`src/rtl/uart_bus_sequencer.sv`:
```
// Owns the simple_uart register bus: round-robin sharing of the transmitter
// between N_REQ byte requesters and a one-byte receive buffer with valid/ready.
module uart_bus_sequencer #(
  parameter int N_REQ = 4
) (
  input  logic                 clk_i,
  input  logic                 rst_ni,
  input  logic [N_REQ-1:0]     tx_valid_i,
  input  logic [8*N_REQ-1:0]   tx_data_i,
  output logic [N_REQ-1:0]     tx_ready_o,
  output logic                 rx_valid_o,
  output logic [7:0]           rx_data_o,
  input  logic                 rx_ready_i,
  output logic                 uart_addr_o,
  output logic [7:0]           uart_d_o,
  output logic                 uart_sel_o,
  output logic                 uart_we_o,
  input  logic [7:0]           uart_q_i
);

  // state | meaning
  // POLL  | read SR every cycle, choose RX service or TX load
  // RXRD  | read DR into the holding buffer
  // RXCLR | write SR to clear BITRCVD
  // TXWR  | write the granted byte to DR, pulse its tx_ready_o
  // TXGAP | bus idle one cycle so TXBUSY is visible to the next poll

  localparam int IW = $clog2(N_REQ);

  typedef enum logic [2:0] {
    POLL  = 3'd0,
    RXRD  = 3'd1,
    RXCLR = 3'd2,
    TXWR  = 3'd3,
    TXGAP = 3'd4
  } state_e;

  state_e           state;
  logic [IW-1:0]    rr_ptr;
  logic [IW-1:0]    grant_q;
  logic [IW-1:0]    grant_nxt;
  logic [N_REQ-1:0] grant_oh;
  logic [7:0]       tx_byte;
  logic             rx_full;
  logic [7:0]       rx_data;
  logic             rx_go;
  logic             tx_go;

  function automatic logic [IW-1:0] wrap_idx(input int a);
    if (a >= N_REQ) return IW'(a - N_REQ);
    return IW'(a);
  endfunction

  // Scan from the far end so the last hit is the one closest to rr_ptr.
  always_comb begin
    grant_nxt = '0;
    for (int k = N_REQ - 1; k >= 0; k--) begin
      if (tx_valid_i[wrap_idx(int'(rr_ptr) + k)]) grant_nxt = wrap_idx(int'(rr_ptr) + k);
    end
  end

  always_comb begin
    grant_oh = '0;
    grant_oh[grant_nxt] = 1'b1;
  end

  assign tx_byte = tx_data_i[8*int'(grant_nxt) +: 8];

  // Registered rx_full keeps a same-edge pop from starting a read one cycle early.
  assign rx_go = uart_q_i[0] & ~rx_full;
  assign tx_go = ~uart_q_i[1] & (|tx_valid_i);

  assign rx_valid_o = rx_full;
  assign rx_data_o  = rx_data;

  always_ff @(posedge clk_i or negedge rst_ni) begin
    if (!rst_ni) begin
      state       <= POLL;
      rr_ptr      <= '0;
      grant_q     <= '0;
      rx_full     <= 1'b0;
      rx_data     <= '0;
      tx_ready_o  <= '0;
      uart_sel_o  <= 1'b1;
      uart_we_o   <= 1'b0;
      uart_addr_o <= 1'b1;
      uart_d_o    <= '0;
    end else begin
      // Outputs below are those of the state being entered; POLL is the default.
      tx_ready_o  <= '0;
      uart_sel_o  <= 1'b1;
      uart_we_o   <= 1'b0;
      uart_addr_o <= 1'b1;
      uart_d_o    <= '0;
      if (rx_full && rx_ready_i) rx_full <= 1'b0;
      case (state)
        POLL: begin
          if (rx_go) begin
            state       <= RXRD;
            uart_addr_o <= 1'b0;
          end else if (tx_go) begin
            state       <= TXWR;
            grant_q     <= grant_nxt;
            uart_we_o   <= 1'b1;
            uart_addr_o <= 1'b0;
            uart_d_o    <= tx_byte;
            tx_ready_o  <= grant_oh;
          end
        end
        RXRD: begin
          rx_data   <= uart_q_i;
          rx_full   <= 1'b1;
          state     <= RXCLR;
          uart_we_o <= 1'b1;
        end
        RXCLR: state <= POLL;
        TXWR: begin
          rr_ptr      <= (grant_q == IW'(N_REQ - 1)) ? '0 : grant_q + IW'(1);
          state       <= TXGAP;
          uart_sel_o  <= 1'b0;
          uart_addr_o <= 1'b0;
        end
        TXGAP: state <= POLL;
        default: state <= POLL;
      endcase
    end
  end

endmodule

```
`config.mk`:
```
export PLATFORM = sky130hd
export DESIGN_NAME = uart_bus_sequencer
export DESIGN_NICKNAME = d
export VERILOG_FILES = /design/src/rtl/uart_bus_sequencer.sv
export SDC_FILE = /design/constraint.sdc
export NUM_CORES = 1
export LEC_CHECK = 0
export ABC_AREA = 1
export BUFFER_PORTS_ARGS = -buffer_cell sky130_fd_sc_hd__buf_2
export CAP_MARGIN = 30
export CORE_ASPECT_RATIO = 2
export CORE_UTILIZATION = 47
export CTS_CLUSTER_SIZE = 16
export DETAILED_ROUTE_END_ITERATION = 12
export GPL_ROUTABILITY_DRIVEN = 1
export PLACE_DENSITY = 0.79
export REMOVE_ABC_BUFFERS = 1
export SYNTH_ARGS = -nofsm -noshare
export SYNTH_HDL_FRONTEND = slang
export SYNTH_SLANG_ARGS = --single-unit
```
`constraint.sdc`:
```
create_clock -name clk_i -period 2.1 [get_ports clk_i]
set_input_delay 0.105 -clock clk_i [delete_from_list [all_inputs] [get_ports clk_i]]
set_output_delay 0.105 -clock clk_i [all_outputs]
set_load 0.02 [all_outputs]
```
# --- Yosys cells after proc, flatten, opt, wreduce, memory -nomap -nowiden ---
# Index checks and enable logic that the tools add are counted.
word_totals:
  reg_bits: 31
  in_bits: 47
classes:
  addsub: 8
  magnitude_cmp: 10
  eq_ne: 4
  shift: 1
  muxes: 53
  n_bitwise: 5
  n_reduce_logical: 6
ops:
  columns: ["operator", "n"]
  rows:
  - ["2-to-1 mux 2 bit", 17]
  - ["indexed part select 32 x 6 -> 8 bit", 1]
  - ["2-to-1 mux 8 bit", 3]
  - ["2-to-1 mux 1 bit", 20]
  - ["< comparator 2 x 3 -> 1 bit, second input constant", 5]
  - ["2-to-1 mux 4 bit", 3]
  - ["greater-or-equal comparator 3 bit, second input constant", 3]
  - ["case mux 3 bit (3 select lines)", 1]
  - ["binary-select mux 1 bit (select 2 bit)", 4]
  - ["subtractor 2 x 1 -> 2 bit, second input constant", 4]
  - ["adder 2 x 2 -> 3 bit, second input constant", 2]
  - ["2-to-1 mux 3 bit", 2]
  - ["case mux 1 bit (2 select lines)", 2]
  - ["OR reduction 4 bit", 1]
  - ["adder 2 x 1 -> 3 bit, second input constant", 1]
  - ["equality test 3 x 1 -> 1 bit, second input constant", 1]
  - ["equality test 3 x 2 -> 1 bit, second input constant", 1]
  - ["greater-or-equal comparator 2 x 3 -> 1 bit, second input constant", 1]
  - ["zero test 3 bit", 1]
  - ["inequality test 3 bit, second input constant", 1]
  - ["NOT 1 bit", 3]
  - ["AND reduction 3 bit", 1]
  - ["adder 2 x 1 -> 2 bit, second input constant", 1]
  - ["AND 1 bit", 2]
  - ["5 further kinds", 6]

# --- Depth between registers and ports, before layout ---
# Gate-level depths: netlist of the first run.
depth:
  word_depth: 19
  depth_mapped: 13
  mapped_depth_nobuf: 12

# --- Worst setup path before layout of the first run ---
# No wires, ideal clock.
synth_timing:
  path_type: "flip-flop to flip-flop"
  from: "reg rr_ptr[0]"
  to: "reg uart_d_o[2]"
  setup_ns: 0.132
  t_arrival_ns: 1.407
  required_time_ns: 1.968
  slack_ns: 0.561
  stages_incl_launch_ff: 9
  period_less_slack_ns: 1.539
  path_cell_list: "dfrtp_1 buf_6 o21ai_0 nand3_4 buf_2 nand4_1 nand2_1 nor2_1 nor2_1"
synth_between:
  elab_chain_cells: 14
synth_lines:
  columns: ["element", "line_no", "source"]
  rows:
  - ["start: declaration", "39", "logic [IW-1:0] rr_ptr;"]
  - ["start signal: assignment", "118", "rr_ptr <= (grant_q == IW'(N_REQ - 1)) ? '0 : grant_q + IW'(1);"]
  - ["adder 2 x 2 -> 3 bit", "58", "if (tx_valid_i[wrap_idx(int'(rr_ptr) + k)]) grant_nxt = wrap_idx(int'(rr_ptr) + k);"]
  - ["greater-or-equal comparator 3 bit or subtractor 2 x 1 -> 2 bit (tied branches)", "50", "if (a >= N_REQ) return IW'(a - N_REQ);"]
  - ["2-to-1 mux 1 bit or 2-to-1 mux 2 bit (tied branches)", "50", null]
  - ["2-to-1 mux 2 bit", "51", "return IW'(a);"]
  - ["binary-select mux 1 bit (select 2 bit)", "58", null]
  - ["2-to-1 mux 1 bit (not written as such)", "58", null]
  - ["2-to-1 mux 2 bit (3 in a row)", "58", null]
  - ["2-to-1 mux 2 bit *", "58", null]
  - ["indexed part select 32 x 6 -> 8 bit *", "67", "assign tx_byte = tx_data_i[8*int'(grant_nxt) +: 8];"]
  - ["2-to-1 mux 8 bit *", "101", "end else if (tx_go) begin"]
  - ["2-to-1 mux 8 bit *", "98", "if (rx_go) begin"]
  - ["2-to-1 mux 8 bit *", "96", "case (state)"]
  - ["end signal: assignment", "106", "uart_d_o <= tx_byte;"]
  - ["end: declaration", "15", "output logic [7:0] uart_d_o,"]
# Every way passes the cells marked *; elsewhere a longest branch is shown, timed or not. The select of a mux whose other input is x is not followed.
# A chain may end at the register's enable or synchronous reset.

# --- Final worst setup path of the first run ---
layout_timing:
  from: "reg rr_ptr[0]"
  to: "reg uart_d_o[5]"
# The elaborated chain is that of the path after synthesis.

==> flow_summary_export.csv, run 1 <==
group,metric,value,unit
outcome,status,"finished with violations",
outcome,violations,"DRC",
finish,multi_input_area,747,um^2
placement,dp.cells,284,
finish,final_cells,293,
sta,finalSetupTns,0,ns
global_route,grt_start_max_net_pins,32,
route,wl_per_cell,12.8,um
finish,drive_above_1_share,0.410,
power_and_ir_drop,p_int,0.00181,W
power_and_ir_drop,peakVddDrop,1.10,mV
cts,cts.sinks,31,
route,drt-pass1-iter-count,8,
worst_setup_path,critPathMostFrequentCell,"nand2_1",
floorplan,num_io_pins,71,
global_route,grt_usage,0.223,
cts,path_clk_slew,0.06,ns
cts,htreeDepth,2,
power_and_ir_drop,power_density,1630,nW/um^2
power_and_ir_drop,switching_share,0.473,
worst_setup_path,slowest_delay,0.44,ns
cts,clock_latency,0.28,ns
synthesis,yosysWarnings,0,
synthesis,syn_inst,188,
worst_setup_path,critPathLaunchType,"register",
global_route,gr-total-overflow,0,
power_and_ir_drop,seq_power_share,0.278,
finish,final_nets,308,
synthesis,postSynthAreaPerCell,8.78,um^2
worst_setup_path,cpMaxStageDelayCell,"dfrtp_1",
worst_setup_path,crit_path_end,"uart_d_o[5]$_DFF_PN0_",
sta,final-setup-viol-count,0,
cts,cts.path.max_buffers,2,
global_route,grt_pass1_wl,6.31,mm
sta,period_needed,1.86,ns
job,drv_cap,0,
power_and_ir_drop,pwr-share-comb,0.574,
floorplan,die_area,3770,um^2
sta,slew-limit-headroom,0.557,
worst_setup_path,cp-end-kind,"register",
power_and_ir_drop,p_switching,0.00162,W
cts,numCtsBuffers,5,
sta,rsz0062_at_grt,"false",
worst_setup_path,crit_required,2.25,ns
sta,hold_violations,0,
sta,worst_hold_slack,0.00956,ns
worst_setup_path,reg2reg_slack,0.24,ns
worst_setup_path,crit_path_max_fanout,19,
floorplan,die_h,85.8,um
route,drt_wl_total,3.76,mm
floorplan,die_x,43.9,um
worst_setup_path,reg2reg_depth,12,
synthesis,post_synth_num_cell_types,26,
worst_setup_path,crit_path_cell_trace,"inv_1 -> nand2_1 -> nand3_1 -> nand2_1 -> inv_2 -> nand2_2 -> nand2_4 -> nand2_4 -> nand3_1 -> nand2_1 -> nor2_1 -> nor2_1",
floorplan,core-area,3380,um^2
synthesis,yosysSeqAreaShare,0.472,
placement,io_buffers,70,
finish,regArea,778,um^2
sta,finalCritPeriodShare,0.884,
sta,max_freq,539,MHz
route,vias,1591,
cts,cts_setup_buffers,0,
route,drc,2,
route,drt_iter0_drc,39,
synthesis,synth-seq-cells,31,
worst_setup_path,r2r_end,"uart_d_o[5]$_DFF_PN0_",
sta,fin_worst_skew,0.00286,ns
global_route,grt_pass1_vias,1543,
worst_setup_path,startpoint,"rr_ptr[0]$_DFFE_PN0N_",
finish,fin_area,2100,um^2
sta,drv_slew,0,
worst_setup_path,rr_startpoint,"rr_ptr[0]$_DFFE_PN0N_",
finish,syn_to_final_growth,27.0,%
floorplan,num_rows,30,
route,drtAntennaViolNets,0,
global_route,grt_antenna_before_repair,0,
floorplan,initial_core_util,0.489,
cts,cts_tree,"done",
finish,most-common-layout-cells,"buf_2 (70), nand2_1 (50), dfrtp_1 (29)",
cts,cts_root_buf,"clkbuf_8",
finish,nFillCells,323,
route,via_per_inst,5.43,
sta,worst_pin_slew,0.664,ns
finish,final_common_cell,"buf_2",
finish,n_antenna_cell,0,
power_and_ir_drop,power.leakage,1.19,nW
placement,hpwl,2.88,mm
power_and_ir_drop,clockPowerShare,0.148,
finish,post-route-util,0.620,
worst_setup_path,crit_type,"reg -> reg",
placement,gp_congestion,0.764,
hold_path,hold_path.class,"in -> reg",
worst_setup_path,cp.arrival,2.01,ns
synthesis,synth_area,1650,um^2
placement,dpl_cell_area,1990,um^2
-- stage by stage --
stage / setup WS (ns) / total power (W)
finish: 0.243 / 0.00342
global route: 0.00737 / 0.00373
CTS: 0.256 / 0.00346
detailed placement: 0.279 / 0.00294
global placement: 0.314 / 0.00288
floorplan: 0.368 / 0.00241
-- flip-flops by register name, summed over array words and instances (netlist names) --
name / flops
grant_q: 2
rr_ptr: 2
rx_data_o: 8
rx_valid_o: 1
state: 3
tx_ready_o: 4
uart_addr_o: 1
uart_d_o: 8
uart_sel_o: 1
uart_we_o: 1
-- cell usage after synthesis, drive strengths merged --
| master | instances | share of area |
|---|---|---|
| o31ai | 1 | 0.0046 |
| ha | 1 | 0.0076 |
| nor2 | 21 | 0.048 |
| buf | 6 | 0.038 |
| nor3 | 2 | 0.0061 |
| a41oi | 1 | 0.0053 |
| inv | 14 | 0.033 |
| dfrtp | 29 | 0.44 |
| o21ai | 4 | 0.012 |
| a21oi | 2 | 0.0061 |
| nand3 | 22 | 0.099 |
| clkbuf | 2 | 0.0046 |
| dfstp | 2 | 0.032 |
| mux2 | 8 | 0.055 |
| nand4 | 17 | 0.064 |
| nand2 | 56 | 0.15 |
-- what timing repair did --
item,4_1_cts,5_1_grt
hold buffers,1,0
endpoints found under the hold margin,29,0
resized for setup,0,0
-- power groups by stage --
stage | clock network, W | registers (W) | logic [W]
after floorplan | 0 | 0.00119 | 0.00122
after global placement | 0 | 0.000952 | 0.00192
after detailed placement | 0 | 0.000966 | 0.00197
after CTS | 0.000519 | 0.000956 | 0.00198
after global routing | 0.000537 | 0.000979 | 0.00222
final | 0.000507 | 0.000953 | 0.00196
-- layout make-up --
| cell class | instances | area share |
|---|---|---|
| timing repair buffer | 73 | 0.179 |
| sequential | 31 | 0.371 |
| inverter | 14 | 0.0263 |
| multi-input combinational | 135 | 0.356 |
| clock buffer | 8 | 0.0478 |
| tap | 32 | 0.0191 |
-- per-layer routing --
metal / GRT usage / up-vias / routed length [um]
li1: - / 767 / -
met1: 0.212 / 755 / 1280
met2: 0.417 / 55 / 2200
met3: 0.0442 / 14 / 159
met4: 0.124 / 0 / 130
met5: 0 / - / 0
-- critical path: cells and delay by family (launching register included) --
family | cells | cell delay [ns]
flip-flops | 1 | 0.44
buffers and inverters | 2 | 0.24
AND/OR/NAND/NOR | 10 | 1.05
-- kinds of logic after synthesis --
kind of cell    count (synthesis)  synth area share
mux                             8            0.0546
simple gates                  118             0.362
compound gates                  8            0.0280
fa+ha+maj                       1           0.00758
flops                          31             0.472
buf+inv                        22            0.0758
-- worst min path at each step --
stage | start | to | slack (ns) | cells past startpoint
detailed placement | rst_ni | rx_data_o[6]$_DFFE_PN0P_ | 0.18 | 1
global placement | rst_ni | rx_data_o[7]$_DFFE_PN0P_ | 0.17 | 1
finish | rx_ready_i | rx_valid_o$_DFFE_PN0P_ | 0.01 | 2
CTS | rx_ready_i | rx_valid_o$_DFFE_PN0P_ | 0.004 | 2
global route | rx_ready_i | rx_valid_o$_DFFE_PN0P_ | 0.01 | 2
floorplan | rst_ni | grant_q[0]$_DFFE_PN0P_ | -0.19 | 0
No activity file was read; power rests on OpenSTA's default activity.
==> run 2, diff against run 1 <==
--- a/config.mk
+++ b/config.mk
@@ -10,11 +10,13 @@
 export CAP_MARGIN = 30
 export CORE_ASPECT_RATIO = 2
 export CORE_UTILIZATION = 47
+export CTS_BUF_LIST = sky130_fd_sc_hd__clkbuf_4 sky130_fd_sc_hd__clkbuf_8 sky130_fd_sc_hd__clkbuf_16
 export CTS_CLUSTER_SIZE = 16
 export DETAILED_ROUTE_END_ITERATION = 12
 export GPL_ROUTABILITY_DRIVEN = 1
 export PLACE_DENSITY = 0.79
 export REMOVE_ABC_BUFFERS = 1
+export SKIP_CTS_REPAIR_TIMING = 1
 export SYNTH_ARGS = -nofsm -noshare
 export SYNTH_HDL_FRONTEND = slang
 export SYNTH_SLANG_ARGS = --single-unit
==> run 2 against run 1 <==
The flow still finishes with violations (DRC). Critical path depth did not move. Worst hold slack improved by 0.00099 ns. Flip-flop and latch count stayed put. Non-clock buffer count did not move. Cell count stayed put. First-iteration DRC count is 18% lower. Clock-buffer cell count unchanged. Register-to-register slack about the same. Total power increased by 0.23%. Worst setup slack gained 0.0073 ns. Clock skew increased by 0.00090 ns.
==> flow_summary_export.csv, run 2 (synthesized netlist as in run 1, its figures left out) <==
group,metric,value,unit
sta,rsz0062_at_grt,"false",
finish,final_nets,308,
power_and_ir_drop,switching_share,0.470,
placement,gp_congestion,0.764,
worst_setup_path,slowest_delay,0.44,ns
cts,path_clk_slew,0.06,ns
worst_setup_path,crit_type,"reg -> reg",
cts,clock_latency,0.28,ns
floorplan,die_area,3770,um^2
placement,dp.cells,284,
finish,nFillCells,322,
placement,dpl_cell_area,1990,um^2
finish,fin_area,2100,um^2
route,drtAntennaViolNets,0,
floorplan,core-area,3380,um^2
cts,cts.sinks,31,
sta,worst_pin_slew,0.664,ns
finish,multi_input_area,747,um^2
finish,most-common-layout-cells,"buf_2 (70), nand2_1 (50), dfrtp_1 (29)",
power_and_ir_drop,p_switching,0.00161,W
floorplan,num_io_pins,71,
finish,syn_to_final_growth,27.2,%
power_and_ir_drop,peakVddDrop,1.14,mV
floorplan,initial_core_util,0.489,
sta,max_freq,541,MHz
cts,numCtsBuffers,5,
placement,hpwl,2.88,mm
sta,slew-limit-headroom,0.557,
power_and_ir_drop,seq_power_share,0.278,
worst_setup_path,cp-end-kind,"register",
power_and_ir_drop,p_int,0.00182,W
cts,cts_tree,"done",
worst_setup_path,critPathLaunchType,"register",
global_route,grt_pass1_vias,1538,
worst_setup_path,crit_path_cell_trace,"inv_1 -> nand2_1 -> nand3_1 -> nand2_1 -> inv_2 -> nand2_2 -> nand2_4 -> nand2_4 -> nand3_1 -> nand2_1 -> nor2_1 -> nor2_1",
power_and_ir_drop,power.leakage,1.19,nW
power_and_ir_drop,pwr-share-comb,0.571,
worst_setup_path,critPathMostFrequentCell,"nand2_1",
power_and_ir_drop,power_density,1630,nW/um^2
global_route,grt_pass1_wl,6.29,mm
floorplan,die_x,43.9,um
sta,final-setup-viol-count,0,
sta,setup_ws,0.251,ns
global_route,grt_antenna_before_repair,0,
sta,period_needed,1.85,ns
finish,regArea,778,um^2
route,drt-pass1-iter-count,8,
cts,htreeDepth,2,
cts,cts.path.max_buffers,2,
outcome,violations,"DRC",
route,drc,2,
global_route,grt_usage,0.222,
finish,n_antenna_cell,0,
worst_setup_path,crit_required,2.25,ns
cts,cts_root_buf,"clkbuf_8",
sta,finalSetupTns,0,ns
global_route,grt_start_max_net_pins,32,
finish,final_cells,293,
hold_path,hold_path.class,"in -> reg",
route,drt_wl_total,3.75,mm
worst_setup_path,cpMaxStageDelayCell,"dfrtp_1",
sta,finalCritPeriodShare,0.881,
finish,final_common_cell,"buf_2",
placement,place_ws,0.279,ns
finish,drive_above_1_share,0.414,
floorplan,num_rows,30,
route,vias,1579,
power_and_ir_drop,p_total,0.00343,W
worst_setup_path,crit_path_max_fanout,19,
outcome,status,"finished with violations",
route,drt_iter0_drc,32,
route,wl_per_cell,12.8,um
job,drv_cap,0,
sta,hold_violations,0,
worst_setup_path,cp.arrival,2.00,ns
placement,io_buffers,70,
route,via_per_inst,5.39,
global_route,gr-total-overflow,0,
floorplan,die_h,85.8,um
sta,drv_slew,0,
sta,fin_worst_skew,0.00376,ns
power_and_ir_drop,clockPowerShare,0.152,
==> run 2: power groups by stage <==
stage / sequential, W / combinational [W] / clock (W)
2_1_floorplan: 0.00119 / 0.00122 / 0
3_3_place_gp: 0.000952 / 0.00192 / 0
3_5_place_dp: 0.000966 / 0.00197 / 0
4_1_cts: 0.000956 / 0.00198 / 0.000532
5_1_grt: 0.000979 / 0.00222 / 0.000549
6_report: 0.000953 / 0.00196 / 0.000520
==> run 2: metrics by stage <==
stage               utilization  hold slack, ns
floorplan                     -          -0.191
global placement          0.588           0.171
detailed placement        0.588           0.178
CTS                       0.619          -0.126
global route              0.621          0.0146
finish                    0.621          0.0106
==> run 2: worst paths after layout <==
path / startpoint / to / slack (ns) / cells past startpoint
worst max-delay path: rr_ptr[0]$_DFFE_PN0N_ / uart_d_o[5]$_DFF_PN0_ / 0.25 / 12
worst min-delay path: rx_ready_i / rx_valid_o$_DFFE_PN0P_ / 0.01 / 2
worst max register to register: rr_ptr[0]$_DFFE_PN0N_ / uart_d_o[5]$_DFF_PN0_ / 0.25 / 12
worst min register to register: grant_q[1]$_DFFE_PN0P_ / grant_q[1]$_DFFE_PN0P_ / 0.48 / 2
max in group asynchronous: rst_ni / state[0]$_DFFE_PN0P_ / 1.27 / 2
min in group asynchronous: rst_ni / rx_data_o[0]$_DFFE_PN0P_ / 0.39 / 2
==> run 2: cell type report <==
type / count / area share
multi-input combinational: 135 / 0.356
sequential: 31 / 0.371
timing repair buffer: 73 / 0.179
clock buffer: 8 / 0.0495
tap: 32 / 0.0191
inverter: 14 / 0.0262
==> run 2: metal layers <==
layer | part of all wire | global-route usage
met5 | 0 | 0
met3 | 0.041 | 0.0442
met1 | 0.33 | 0.210
met2 | 0.60 | 0.417
met4 | 0.027 | 0.124
==> run 2: worst max-delay path, delay by kind of cell, from the launching register on <==
family | cells | cell delay, ns
simple gates | 10 | 1.05
flops | 1 | 0.44
buf+inv | 2 | 0.24
==> run 3, diff against run 2 <==
--- a/config.mk
+++ b/config.mk
@@ -9,12 +9,12 @@
 export BUFFER_PORTS_ARGS = -buffer_cell sky130_fd_sc_hd__buf_2
 export CAP_MARGIN = 30
 export CORE_ASPECT_RATIO = 2
-export CORE_UTILIZATION = 47
+export CORE_UTILIZATION = 45
 export CTS_BUF_LIST = sky130_fd_sc_hd__clkbuf_4 sky130_fd_sc_hd__clkbuf_8 sky130_fd_sc_hd__clkbuf_16
 export CTS_CLUSTER_SIZE = 16
 export DETAILED_ROUTE_END_ITERATION = 12
 export GPL_ROUTABILITY_DRIVEN = 1
-export PLACE_DENSITY = 0.79
+export PLACE_DENSITY = 0.76
 export REMOVE_ABC_BUFFERS = 1
 export SKIP_CTS_REPAIR_TIMING = 1
 export SYNTH_ARGS = -nofsm -noshare
==> run 3 against run 2 <==
The run now ends clean. Critical path depth unchanged. Sequential share of layout area unchanged. Clock-buffer cell count decreased by 3. Via count decreased by 3.3%. Global-route usage decreased by 2.9 points. Clock power decreased by 17%. Flip-flop and latch count unchanged. Wire length decreased by 7.9%. Highest routed layer unchanged. Total power decreased by 2.9%. Design area unchanged. Die area increased by 4.3%. Core utilization decreased by 1.4 points.
==> flow_summary_export.csv, run 3 (synthesized netlist as in run 1, its figures left out) <==
group,metric,value,unit
finish,final_nets,308,
sta,rsz0062_at_grt,"false",
sta,hold_violations,0,
finish,n_antenna_cell,0,
finish,multi_input_area,747,um^2
cts,htreeDepth,2,
route,drc,0,
worst_setup_path,crit_type,"reg -> reg",
sta,worst_hold_slack,0.0192,ns
sta,finalCritPeriodShare,0.912,
finish,final_common_cell,"buf_2",
placement,dpl_cell_area,2010,um^2
floorplan,core-area,3450,um^2
sta,slew-limit-headroom,0.568,
global_route,grt_antenna_before_repair,0,
worst_setup_path,cp.arrival,2.06,ns
worst_setup_path,critPathMostFrequentCell,"nand2_1",
power_and_ir_drop,power_density,1590,nW/um^2
route,wl_per_cell,11.2,um
job,drv_cap,0,
sta,drv_slew,0,
finish,nFillCells,329,
finish,most-common-layout-cells,"buf_2 (70), nand2_1 (50), dfrtp_1 (29)",
worst_setup_path,critPathLaunchType,"register",
cts,path_clk_slew,0.06,ns
hold_path,holdCritStartpoint,"rx_ready_i",
global_route,gr-total-overflow,0,
route,drtAntennaViolNets,0,
power_and_ir_drop,power.leakage,1.18,nW
floorplan,die_x,44.8,um
finish,regArea,778,um^2
power_and_ir_drop,peakVddDrop,1.15,mV
floorplan,die_h,87.6,um
hold_path,hold_path.class,"in -> reg",
worst_setup_path,cp-end-kind,"register",
worst_setup_path,rr_startpoint,"rr_ptr[0]$_DFFE_PN0N_",
outcome,status,"finished clean",
sta,final-setup-viol-count,0,
placement,gp_congestion,0.760,
floorplan,num_rows,30,
sta,worst_pin_slew,0.648,ns
cts,cts.path.max_buffers,2,
cts,numCtsBuffers,5,
sta,period_needed,1.91,ns
worst_setup_path,reg2reg_depth,12,
route,drt_iter0_drc,29,
cts,clock_latency,0.27,ns
global_route,grt_usage,0.193,
worst_setup_path,reg2reg_slack,0.19,ns
worst_setup_path,slowest_delay,0.48,ns
placement,io_buffers,70,
route,vias,1527,
power_and_ir_drop,p_total,0.00333,W
floorplan,die_area,3930,um^2
cts,cts.sinks,31,
worst_setup_path,startpoint,"rr_ptr[0]$_DFFE_PN0N_",
placement,hpwl,2.65,mm
sta,fin_worst_skew,0.00427,ns
sta,finalSetupTns,0,ns
floorplan,num_io_pins,71,
sta,setup_ws,0.185,ns
worst_setup_path,cpMaxStageDelayCell,"dfrtp_1",
global_route,grt_pass1_vias,1366,
placement,place_ws,0.209,ns
worst_setup_path,crit_path_cell_trace,"inv_1 -> nand2_1 -> nand3_1 -> nand2_1 -> inv_2 -> nand2_2 -> nand2_4 -> nand2_4 -> nand3_1 -> nand2_1 -> nor2_1 -> nor2_1",
finish,drive_above_1_share,0.414,
cts,cts_tree,"done",
sta,max_freq,522,MHz
worst_setup_path,crit_path_max_fanout,19,
cts,cts_root_buf,"clkbuf_8",
worst_setup_path,crit_required,2.24,ns
floorplan,initial_core_util,0.478,
route,drt-pass1-iter-count,4,
global_route,grt_pass1_wl,5.66,mm
finish,fin_area,2100,um^2
route,drt_wl_total,3.46,mm
route,via_per_inst,4.94,
global_route,grt_start_max_net_pins,32,
finish,syn_to_final_growth,27.2,%
hold_path,holdPathStages,2,
## run 3: power by group
part | switching (W) | internal [W]
registers | 0.000116 | 0.000838
logic | 0.00128 | 0.000666
clock network | 0.000208 | 0.000226
## run 3: critical path: cells and delay by family, from the launching register on
family	cells	cell delay, ns
buffers and inverters	2	0.26
DFF	1	0.48
and+or+nand+nor	10	1.04
## run 3: final timing paths
kind                                                 end
worst max-delay path               uart_d_o[6]$_DFF_PN0_
worst min-delay path              rx_valid_o$_DFFE_PN0P_
worst max register to register     uart_d_o[6]$_DFF_PN0_
worst min register to register      state[2]$_DFFE_PN0P_
max in group asynchronous           state[0]$_DFFE_PN0P_
min in group asynchronous       rx_data_o[1]$_DFFE_PN0P_
## run 3: metal layers
layer / part of all wire / vias up / GRT usage / wire length [um]
met5: 0 / - / 0 / 0
met4: 0.0040 / 0 / 0.0716 / 14
met3: 0.040 / 2 / 0.0454 / 140
met2: 0.57 / 51 / 0.342 / 1980
met1: 0.38 / 707 / 0.218 / 1320
li1: - / 767 / - / -
## run 3: cell type report
| type | instances | area share |
|---|---|---|
| clock buffers | 5 | 0.0328 |
| clock inverters | 3 | 0.00715 |
| inverters | 14 | 0.0262 |
| multi-input cells | 135 | 0.356 |
| flip-flops and latches | 31 | 0.371 |
| well taps | 48 | 0.0286 |
| repair buffers | 73 | 0.179 |
## run 3: stage by stage
stage	std cells	util
final	309	0.608
after floorplan	180	-
after detailed placement	300	0.581
after CTS	308	0.605
after global routing	309	0.608
after global placement	300	0.581
